$ cat config.mk
export PLATFORM = sky130hd
export DESIGN_NAME = up_dn_counter_lim
export DESIGN_NICKNAME = d
export VERILOG_FILES = /design/src/rtl/up_dn_counter_lim.sv
export SDC_FILE = /design/constraint.sdc
export NUM_CORES = 1
export LEC_CHECK = 0
export CAP_MARGIN = 10
export CORE_MARGIN = 5
export CORE_UTILIZATION = 41
export CTS_BUF_LIST = sky130_fd_sc_hd__clkbuf_2
export CTS_CLUSTER_SIZE = 28
export DETAILED_ROUTE_END_ITERATION = 10
export PLACE_DENSITY = 0.68
export SYNTH_ARGS = -nofsm -noshare
export SYNTH_HDL_FRONTEND = slang
export SYNTH_SLANG_ARGS = --single-unit
$ cat constraint.sdc
create_clock -name clk -period 3.75 [get_ports clk]
set_input_delay 1.125 -clock clk [delete_from_list [all_inputs] [get_ports clk]]
set_output_delay 1.125 -clock clk [all_outputs]
set_load 0.01 [all_outputs]
$ cat src/rtl/up_dn_counter_lim.sv
// up_dn_counter_lim: parametrised up/down counter with a per-cycle step,
// programmable lower/upper limits and run-time saturate/wrap selection.
// Provides sticky overflow/underflow flags, a one-cycle wrap pulse (tc)
// and a combinational limit-configuration error flag.
module up_dn_counter_lim #(
  parameter int               WIDTH   = 5,
  parameter int               STEP_W  = 3,
  parameter logic [WIDTH-1:0] RST_VAL = '0
) (
  input  logic              clk,
  input  logic              rst,
  input  logic              load,
  input  logic [WIDTH-1:0]  in_val,
  input  logic              up,
  input  logic              down,
  input  logic [STEP_W-1:0] step,
  input  logic              wrap_en,
  input  logic [WIDTH-1:0]  min_lim,
  input  logic [WIDTH-1:0]  max_lim,
  input  logic              clr_flags,
  output logic [WIDTH-1:0]  counter,
  output logic              high,
  output logic              low,
  output logic              ovf,
  output logic              unf,
  output logic              tc,
  output logic              cfg_err
);

  // Clamp a value into [lo, hi]; callers guarantee lo <= hi.
  function automatic logic [WIDTH-1:0] clamp_val(
    input logic [WIDTH-1:0] v,
    input logic [WIDTH-1:0] lo,
    input logic [WIDTH-1:0] hi
  );
    logic [WIDTH-1:0] r;
    if (v < lo) begin
      r = lo;
    end else if (v > hi) begin
      r = hi;
    end else begin
      r = v;
    end
    return r;
  endfunction

  logic [WIDTH-1:0] counter_r;
  logic             ovf_r;
  logic             unf_r;
  logic             tc_r;

  // One extra bit so borrow/carry out of the counter range stay visible.
  logic [WIDTH:0]   cnt_ext_s;
  logic [WIDTH:0]   step_ext_s;
  logic [WIDTH:0]   dn_sum_s;
  logic [WIDTH:0]   up_sum_s;
  logic [WIDTH:0]   max_ext_s;
  logic             step_nz_s;
  logic             unf_evt_s;
  logic             ovf_evt_s;
  logic             cfg_err_s;
  logic [WIDTH-1:0] load_val_s;

  logic [WIDTH-1:0] cnt_nxt_s;
  logic             ovf_nxt_s;
  logic             unf_nxt_s;
  logic             tc_nxt_s;

  assign cnt_ext_s  = {1'b0, counter_r};
  assign step_ext_s = {{(WIDTH + 1 - STEP_W){1'b0}}, step};
  assign max_ext_s  = {1'b0, max_lim};
  assign dn_sum_s   = cnt_ext_s - step_ext_s;
  assign up_sum_s   = cnt_ext_s + step_ext_s;
  assign step_nz_s  = (step != {STEP_W{1'b0}});

  // A zero step never produces an event, even when sitting at or beyond a limit.
  assign unf_evt_s  = step_nz_s & (dn_sum_s[WIDTH] | (dn_sum_s[WIDTH-1:0] < min_lim));
  assign ovf_evt_s  = step_nz_s & (up_sum_s > max_ext_s);

  assign cfg_err_s  = (min_lim > max_lim);
  assign load_val_s = clamp_val(in_val, min_lim, max_lim);

  // Next-state selection: cfg_err hold > load > down > up; clr_flags applies
  // independently and loses to a coincident new event.
  always_comb begin
    cnt_nxt_s = counter_r;
    ovf_nxt_s = clr_flags ? 1'b0 : ovf_r;
    unf_nxt_s = clr_flags ? 1'b0 : unf_r;
    tc_nxt_s  = 1'b0;
    if (cfg_err_s) begin
      cnt_nxt_s = counter_r;
    end else if (load) begin
      cnt_nxt_s = load_val_s;
    end else if (down) begin
      if (unf_evt_s) begin
        unf_nxt_s = 1'b1;
        if (wrap_en) begin
          cnt_nxt_s = max_lim;
          tc_nxt_s  = 1'b1;
        end else begin
          cnt_nxt_s = min_lim;
        end
      end else begin
        cnt_nxt_s = dn_sum_s[WIDTH-1:0];
      end
    end else if (up) begin
      if (ovf_evt_s) begin
        ovf_nxt_s = 1'b1;
        if (wrap_en) begin
          cnt_nxt_s = min_lim;
          tc_nxt_s  = 1'b1;
        end else begin
          cnt_nxt_s = max_lim;
        end
      end else begin
        cnt_nxt_s = up_sum_s[WIDTH-1:0];
      end
    end else begin
      cnt_nxt_s = counter_r;
    end
  end

  // State register with synchronous active-high reset.
  always_ff @(posedge clk) begin
    if (rst) begin
      counter_r <= RST_VAL;
      ovf_r     <= 1'b0;
      unf_r     <= 1'b0;
      tc_r      <= 1'b0;
    end else begin
      counter_r <= cnt_nxt_s;
      ovf_r     <= ovf_nxt_s;
      unf_r     <= unf_nxt_s;
      tc_r      <= tc_nxt_s;
    end
  end

  assign counter = counter_r;
  assign ovf     = ovf_r;
  assign unf     = unf_r;
  assign tc      = tc_r;
  assign high    = (counter_r >= max_lim);
  assign low     = (counter_r <= min_lim);
  assign cfg_err = cfg_err_s;

endmodule

==> results by group, run 1 <==
Timing
  – Least setup slack across all paths after layout: 0.0858 ns
  – Highest clock frequency the design can meet: 0.273 GHz
  – Final max-slew violation count: 0
  – Worst setup skew after layout: 0.0172 ns
  – Part of the cycle the worst path needs: 97.7%
  – Hold Vio Cnt, Final: 0
  – Max-slew headroom: 59.2%
  – Post-layout min period: 3.66 ns
  – Transition time at the pin with the least slew margin: 0.611 ns
  – Setup total negative slack: 0 ns
  – Setup-failing EPs final: 0

Cells and area
  – Synth-to-Final Area Change: 47.9%
  – Number of antenna repair diodes: 0
  – Leading cell types in the layout, fill and taps excluded: buf_4, ha_1, nor2_1, clkdlybuf4s50_1, a21oi_1
  – Total Nets Final: 376
  – Number of fill cells in the layout: 403
  – Share of cells above drive strength 1: 30.8%
  – Final design instance area without fill: 2680 sq um
  – Leading cell type in the layout, fill and taps excluded: buf_4
  – Number of standard cells in the final layout excluding fillers: 360

Worst setup path
  – Nature of the critical path endpoint: flop
  – Class of the most critical setup path: input port to flop
  – R2R cell count: 11
  – CP required: 3.90 ns
  – Signal arrival time at the worst endpoint: 3.81 ns
  – Highest net fanout along the worst path: 3
  – Critical path launch point type: input port

Floorplan
  – Die Y: 76.5 microns
  – Die Footprint: 5850 sq um
  – Floorplan Core Area: 4320 sq um
  – Die extent in x: 76.5 microns
  – Number of rows created at floorplan: 24
  – I/O pins: 36
  – Initial core utilization: 41.9%

Global route
  – Wire length of the first global-routing pass: 9520 microns
  – Maximum number of pins on one net before global-route repair: 20
  – Via count of the first global-routing pass: 2039
  – Initial antenna violation count: 0
  – Global routing usage summed across all routing layers: 19.4%
  – Overflow left after global routing: 0

Placement
  – # port buffers: 35
  – Final weighted congestion in routability-driven placement: 0.905
  – Placed cell areas: 2520 sq um
  – Placed cells: 352
  – Detailed placer's ending HPWL: 4570 microns
  – Placement Setup Slack: -0.576 ns

Clock tree
  – Insertion delay to the later sink of the worst-skew pair: 0.25 ns
  – Total of hold buffers inserted after clock tree synthesis: 0
  – Buffer cell driving the clock tree root: clkbuf_2
  – Count of H-tree levels built during CTS: 1
  – CTS tree: done
  – Number of buffers inserted during clock tree synthesis: 3
  – Clock tree buffer depth: 2
  – TritonCTS Sinks: 8
  – Clock transition at the registers of the reported paths: 0.07 ns

Synth
  – Number of synthesis warnings: 0
  – Synth Area per Inst: 7.99 sq um
  – Mapped Cells: 227
  – Sequential element share of the synthesized area: 8.83%
  – Post-synthesis sequential element count: 8
  – Post-synthesis cell area: 1810 sq um
  – Number of nets in the synthesized netlist: 293
  – Number of different library cells in the post-synthesis netlist: 50

Power
  – Static Leak: 1.26 nW
  – Cell Pwr Density: 361 nW/um^2
  – Worst IR drop on VDD: 284 uV

Route
  – Total via count in the routed design: 1938
  – Routed wire length: 5640 microns
  – Routed len/inst: 15.7 microns
  – DRC marker count from the first detailed-route iteration: 99
  – Ratio of routed vias to standard cells: 5.38
  – Antenna Nets Post-Route: 0
  – Pre-antenna DRT Iters: 4
  – DRC violation count after routing: 0

Run status
  – Result of the run: completed

Min path
  – Number of instances on the worst hold path: 2
  – Class of the tightest hold or removal check: flop to flop

Flow run
  – Max-capacitance violation count: 0
==> kinds of logic (layout without fill, tap and decap cells) <==
kind of cell	Yosys count	in the layout	share of synthesized area, %
and+or+nand+nor	71	71	20.9
muxes	14	14	7.87
adders and majority gates	41	41	29.1
buffers and inverters	23	104	5.59
DFF	8	8	8.83
AOI/OAI and AO/OA	64	64	24.8
xor gates and xnor gates	6	6	2.90
==> where the power goes <==
part           total (mW)  switching, mW  internal [mW]
registers           0.126         0.0281         0.0980
logic               0.789          0.369          0.420
clock network      0.0531         0.0313         0.0218
==> through the flow <==
step	util (%)	power (mW)	hold slack (ns)
after floorplan	-	0.532	0.487
after global placement	58.3	0.819	0.462
after detailed placement	58.3	0.832	0.469
after CTS	60.8	0.947	0.482
after global routing	62.0	1.06	0.523
final	62.0	0.968	0.488
==> per-layer routing <==
layer  global-route usage [%]  share of wire [%]  vias to the layer above
met3                     2.36                3.8                       11
li1                         -                  -                      990
met1                     25.3                 46                      889
met5                        0                  0                        -
met4                     3.85                1.9                        0
met2                     34.0                 49                       48
==> final timing paths <==
check | from | endpoint | slack (ns)
worst max register to register | counter[1] | counter[0] | 0.62
worst min register to register | ovf | ovf | 0.49
worst max-delay path | step[1] | counter[0] | 0.09
worst min-delay path | ovf | ovf | 0.49
==> final cells by class <==
type / count / area (sq um) / area share [%]
Multi-Input combinational cell: 196 / 1670 / 62.3
Timing Repair Buffer: 84 / 706 / 26.3
Inverter: 17 / 63.8 / 2.38
Sequential cell: 8 / 160 / 5.97
Clock buffer: 3 / 15.0 / 0.560
Tap cell: 52 / 65.1 / 2.43
==> cell usage after synthesis, drive strengths merged <==
cell type | number | share of area (%)
ha | 39 | 27
nor2 | 23 | 4.9
a21oi | 19 | 6.5
o21ai | 18 | 5.2
inv | 17 | 3.5
nand2 | 13 | 3.1
mux2i | 12 | 6.6
nand2b | 9 | 3.1
dfxtp | 8 | 8.8
nand3 | 6 | 1.7
nor2b | 6 | 2.1
a211oi | 4 | 1.7
buf | 4 | 1.7
o211ai | 4 | 1.7
xnor2 | 4 | 1.9
nand3b | 3 | 1.2
o21a | 3 | 1.2
o31ai | 3 | 1.2
or3 | 3 | 1.4
a21o | 2 | 0.83
and2 | 2 | 0.69
clkbuf | 2 | 0.41
fa | 2 | 2.2
mux2 | 2 | 1.2
o22ai | 2 | 0.69
xor2 | 2 | 0.97
a2111oi | 1 | 0.83
a211o | 1 | 0.48
a221o | 1 | 0.55
a221oi | 1 | 0.83
a22oi | 1 | 0.41
a31oi | 1 | 1.2
and4 | 1 | 0.48
and4b | 1 | 0.55
nor3 | 1 | 0.55
nor3b | 1 | 0.41
o211a | 1 | 0.55
o221ai | 1 | 0.48
o31a | 1 | 0.48
or2 | 1 | 0.35
or4 | 1 | 0.41
==> worst max-delay path, cell delays in order <==
cell and delay (ns):
dlygate4sd2_1 0.26, buf_6 0.13, ha_1 0.22, a221oi_4 0.34, xnor2_2 0.14, ha_1 0.36
a211oi_2 0.21, o21ai_2 0.10, a21oi_4 0.18, mux2_4 0.32, o211a_1 0.20, o31ai_1 0.23
==> flip-flops by register name, indices dropped and copies added, names as in the netlist <==
register and cells:
tc 1, ovf 1, unf 1, counter 5
==> repair_timing <==
item,CTS,global route
setup endpoints to repair,11,9
pin swaps,17,11
buffers inserted,4,1
resized for setup,46,14
(Power assumes the default switching activity.)
==> inputs of run 2 (changes only) <==
--- a/config.mk
+++ b/config.mk
@@ -6,10 +6,10 @@
 export NUM_CORES = 1
 export LEC_CHECK = 0
 export CAP_MARGIN = 10
+export CORE_ASPECT_RATIO = 1.75
 export CORE_MARGIN = 5
 export CORE_UTILIZATION = 41
 export CTS_BUF_LIST = sky130_fd_sc_hd__clkbuf_2
-export CTS_CLUSTER_SIZE = 28
 export DETAILED_ROUTE_END_ITERATION = 10
 export PLACE_DENSITY = 0.68
 export SYNTH_ARGS = -nofsm -noshare
==> run 2 against run 1 <==
Flip-flop and latch count unchanged. Worst hold slack lost 0.018 ns. Cell count rose by 2.5%. Via count grew 5.4%. Global-route usage rose by 1.4 points. Critical path depth shrank 5. Sequential power shrank 4%. Clock-buffer cell count stayed put. Non-clock buffer count increased by 10.
==> results by group, run 2 (synthesized netlist as in run 1, its figures left out) <==
Run status
  – Result of the run: completed

Floorplan
  – Die Y: 98.0 microns (+28%)
  – Die Footprint: 5900 sq um (+0.89%)
  – Initial core utilization: 41.5% (-0.38 points)
  – Number of rows created at floorplan: 32 (+33%)
  – Floorplan Core Area: 4360 sq um (+0.93%)
  – Die extent in x: 60.3 microns (-21%)
  – I/O pins: 36 (unchanged)

Worst setup path
  – Critical path launch point type: input port
  – Class of the most critical setup path: input port to output port
  – CP required: 2.62 ns (-1.28 ns)
  – Cell type of the slowest stage on the worst timing path: clkdlybuf4s50_1
  – Max stage delay on crit path: 0.48 ns (+0.12 ns)
  – Signal arrival time at the worst endpoint: 2.53 ns (-1.28 ns)
  – Sequence of cells on the critical path: clkdlybuf4s50_1 > ha_1 > and4_1 > a21oi_2 > o31ai_4 > inv_2 > buf_6
  – Highest net fanout along the worst path: 4 (+1)
  – Nature of the critical path endpoint: output port

Cells and area
  – Share of cells above drive strength 1: 33.3% (+2.5 points)
  – Leading cell types in the layout, fill and taps excluded: buf_4, ha_1, clkdlybuf4s50_1, nor2_1, a21oi_1
  – Leading cell type in the layout, fill and taps excluded: buf_4
  – Total Nets Final: 386 (+2.7%)
  – Final Util: 64.0% (+2.0 points)
  – Synth-to-Final Area Change: 54.1%
  – Final design instance area without fill: 2790 sq um (+4.2%)
  – Number of antenna repair diodes: 0 (unchanged)
  – Number of fill cells in the layout: 372 (-7.7%)
  – Flip-flop count of the largest register, all copies and words added: 5 (unchanged)

Placement
  – Placed cell areas: 2550 sq um (+1.1%)
  – Detailed placer's ending HPWL: 4780 microns (+4.6%)
  – # port buffers: 35 (unchanged)
  – Final weighted congestion in routability-driven placement: 0.877 (-3.1%)

Clock tree
  – Count of H-tree levels built during CTS: 1 (unchanged)
  – Clock tree buffer depth: 2 (unchanged)
  – Buffer cell driving the clock tree root: clkbuf_2
  – TritonCTS Sinks: 8 (unchanged)
  – Clock transition at the registers of the reported paths: 0.07 ns (about the same)
  – Insertion delay to the later sink of the worst-skew pair: 0.24 ns (about the same)
  – Number of buffers inserted during clock tree synthesis: 3 (unchanged)
  – Total of hold buffers inserted after clock tree synthesis: 0 (unchanged)
  – CTS tree: done

Route
  – Routed len/inst: 16.1 microns (+3.1%)
  – Pre-antenna DRT Iters: 4 (unchanged)
  – Ratio of routed vias to standard cells: 5.53 (+2.8%)
  – DRC violation count after routing: 0 (unchanged)
  – Total via count in the routed design: 2042 (+5.4%)
  – Antenna Nets Post-Route: 0 (unchanged)
  – DRC marker count from the first detailed-route iteration: 53 (-46%)
  – Routed wire length: 5960 microns (+5.7%)

Timing
  – Transition time at the pin with the least slew margin: 0.683 ns (+0.0721 ns)
  – Worst setup skew after layout: 0.00564 ns (-0.0116 ns)
  – WHS: 0.470 ns (-0.0176 ns)
  – Setup-failing EPs final: 0 (unchanged)
  – Highest clock frequency the design can meet: 0.274 GHz (+0.37%)
  – Setup total negative slack: 0 ns (unchanged)
  – Max-slew headroom: 54.3% (-4.8 points)
  – RSZ-0062 raised after global routing: false
  – Post-layout min period: 3.65 ns (-0.0136 ns)
  – Final max-slew violation count: 0 (unchanged)
  – Hold Vio Cnt, Final: 0 (unchanged)
  – Part of the cycle the worst path needs: 97.3% (-0.36 points)

Power
  – Final Total Pwr: 1.03 mW (+5.9%)
  – Worst IR drop on VDD: 241 uV (-15%)
  – Cell Pwr Density: 367 nW/um^2 (+1.6%)
  – Static Leak: 1.31 nW (+3.7%)

Global route
  – Maximum number of pins on one net before global-route repair: 20 (unchanged)
  – Initial antenna violation count: 0 (unchanged)
  – Via count of the first global-routing pass: 2046 (+0.34%)
  – Overflow left after global routing: 0 (unchanged)
  – Global routing usage summed across all routing layers: 20.8% (+1.4 points)
  – Wire length of the first global-routing pass: 9470 microns (-0.59%)

Flow run
  – Max-capacitance violation count: 0 (unchanged)

Min path
  – Class of the tightest hold or removal check: flop to flop
-- run 2: layout make-up --
| cell class | instances | area (sq um) | area share (%) |
|---|---|---|---|
| inverter | 17 | 63.8 | 2.28 |
| multi-input combinational | 196 | 1700 | 60.8 |
| clock buffer | 3 | 15.0 | 0.537 |
| sequential | 8 | 160 | 5.73 |
| tap | 51 | 63.8 | 2.28 |
| timing repair buffer | 94 | 793 | 28.4 |
-- run 2: layer usage --
| metal | global-route usage [%] | wire, microns | vias to the layer above |
|---|---|---|---|
| met2 | 38.4 | 3260 | 66 |
| met4 | 10.6 | 347 | 0 |
| met3 | 1.85 | 232 | 28 |
| met5 | 0 | 0 | - |
| met1 | 21.7 | 2120 | 939 |
| li1 | - | - | 1009 |
-- run 2: worst max-delay path: cells and delay by family --
kind,cells,cell delay (ns)
adder cells (fa/ha/maj),1,0.24
AND/OR/NAND/NOR,1,0.20
buffers and inverters,3,0.66
AO/OA/AOI/OAI,2,0.31
-- run 2: through the flow --
stage	setup WS, ns	std cells
global route	0.00836	369
detailed placement	-0.626	355
floorplan	0.0269	227
global placement	-0.576	355
finish	0.0995	369
CTS	-0.0623	369
-- run 2: power breakdown --
part	switching [mW]	total [mW]	internal, mW
sequential	0.0231	0.121	0.0979
clock	0.0302	0.0520	0.0218
combinational	0.386	0.852	0.467
total	0.439	1.03	0.586
-- run 2: timing repair --
item                       in CTS  in global routing
buffers inserted               12                  1
pin swaps                      22                  9
resized for setup              51                  9
setup endpoints to repair      11                  9
-- run 2: final timing paths --
kind / startpoint / endpoint / slack [ns] / depth (start not counted)
setup reg to reg: counter[0] / counter[2] / 0.59 / 14
hold / removal: unf / unf / 0.47 / 2
setup / recovery: min_lim[3] / cfg_err / 0.1 / 7
hold reg to reg: unf / unf / 0.47 / 2
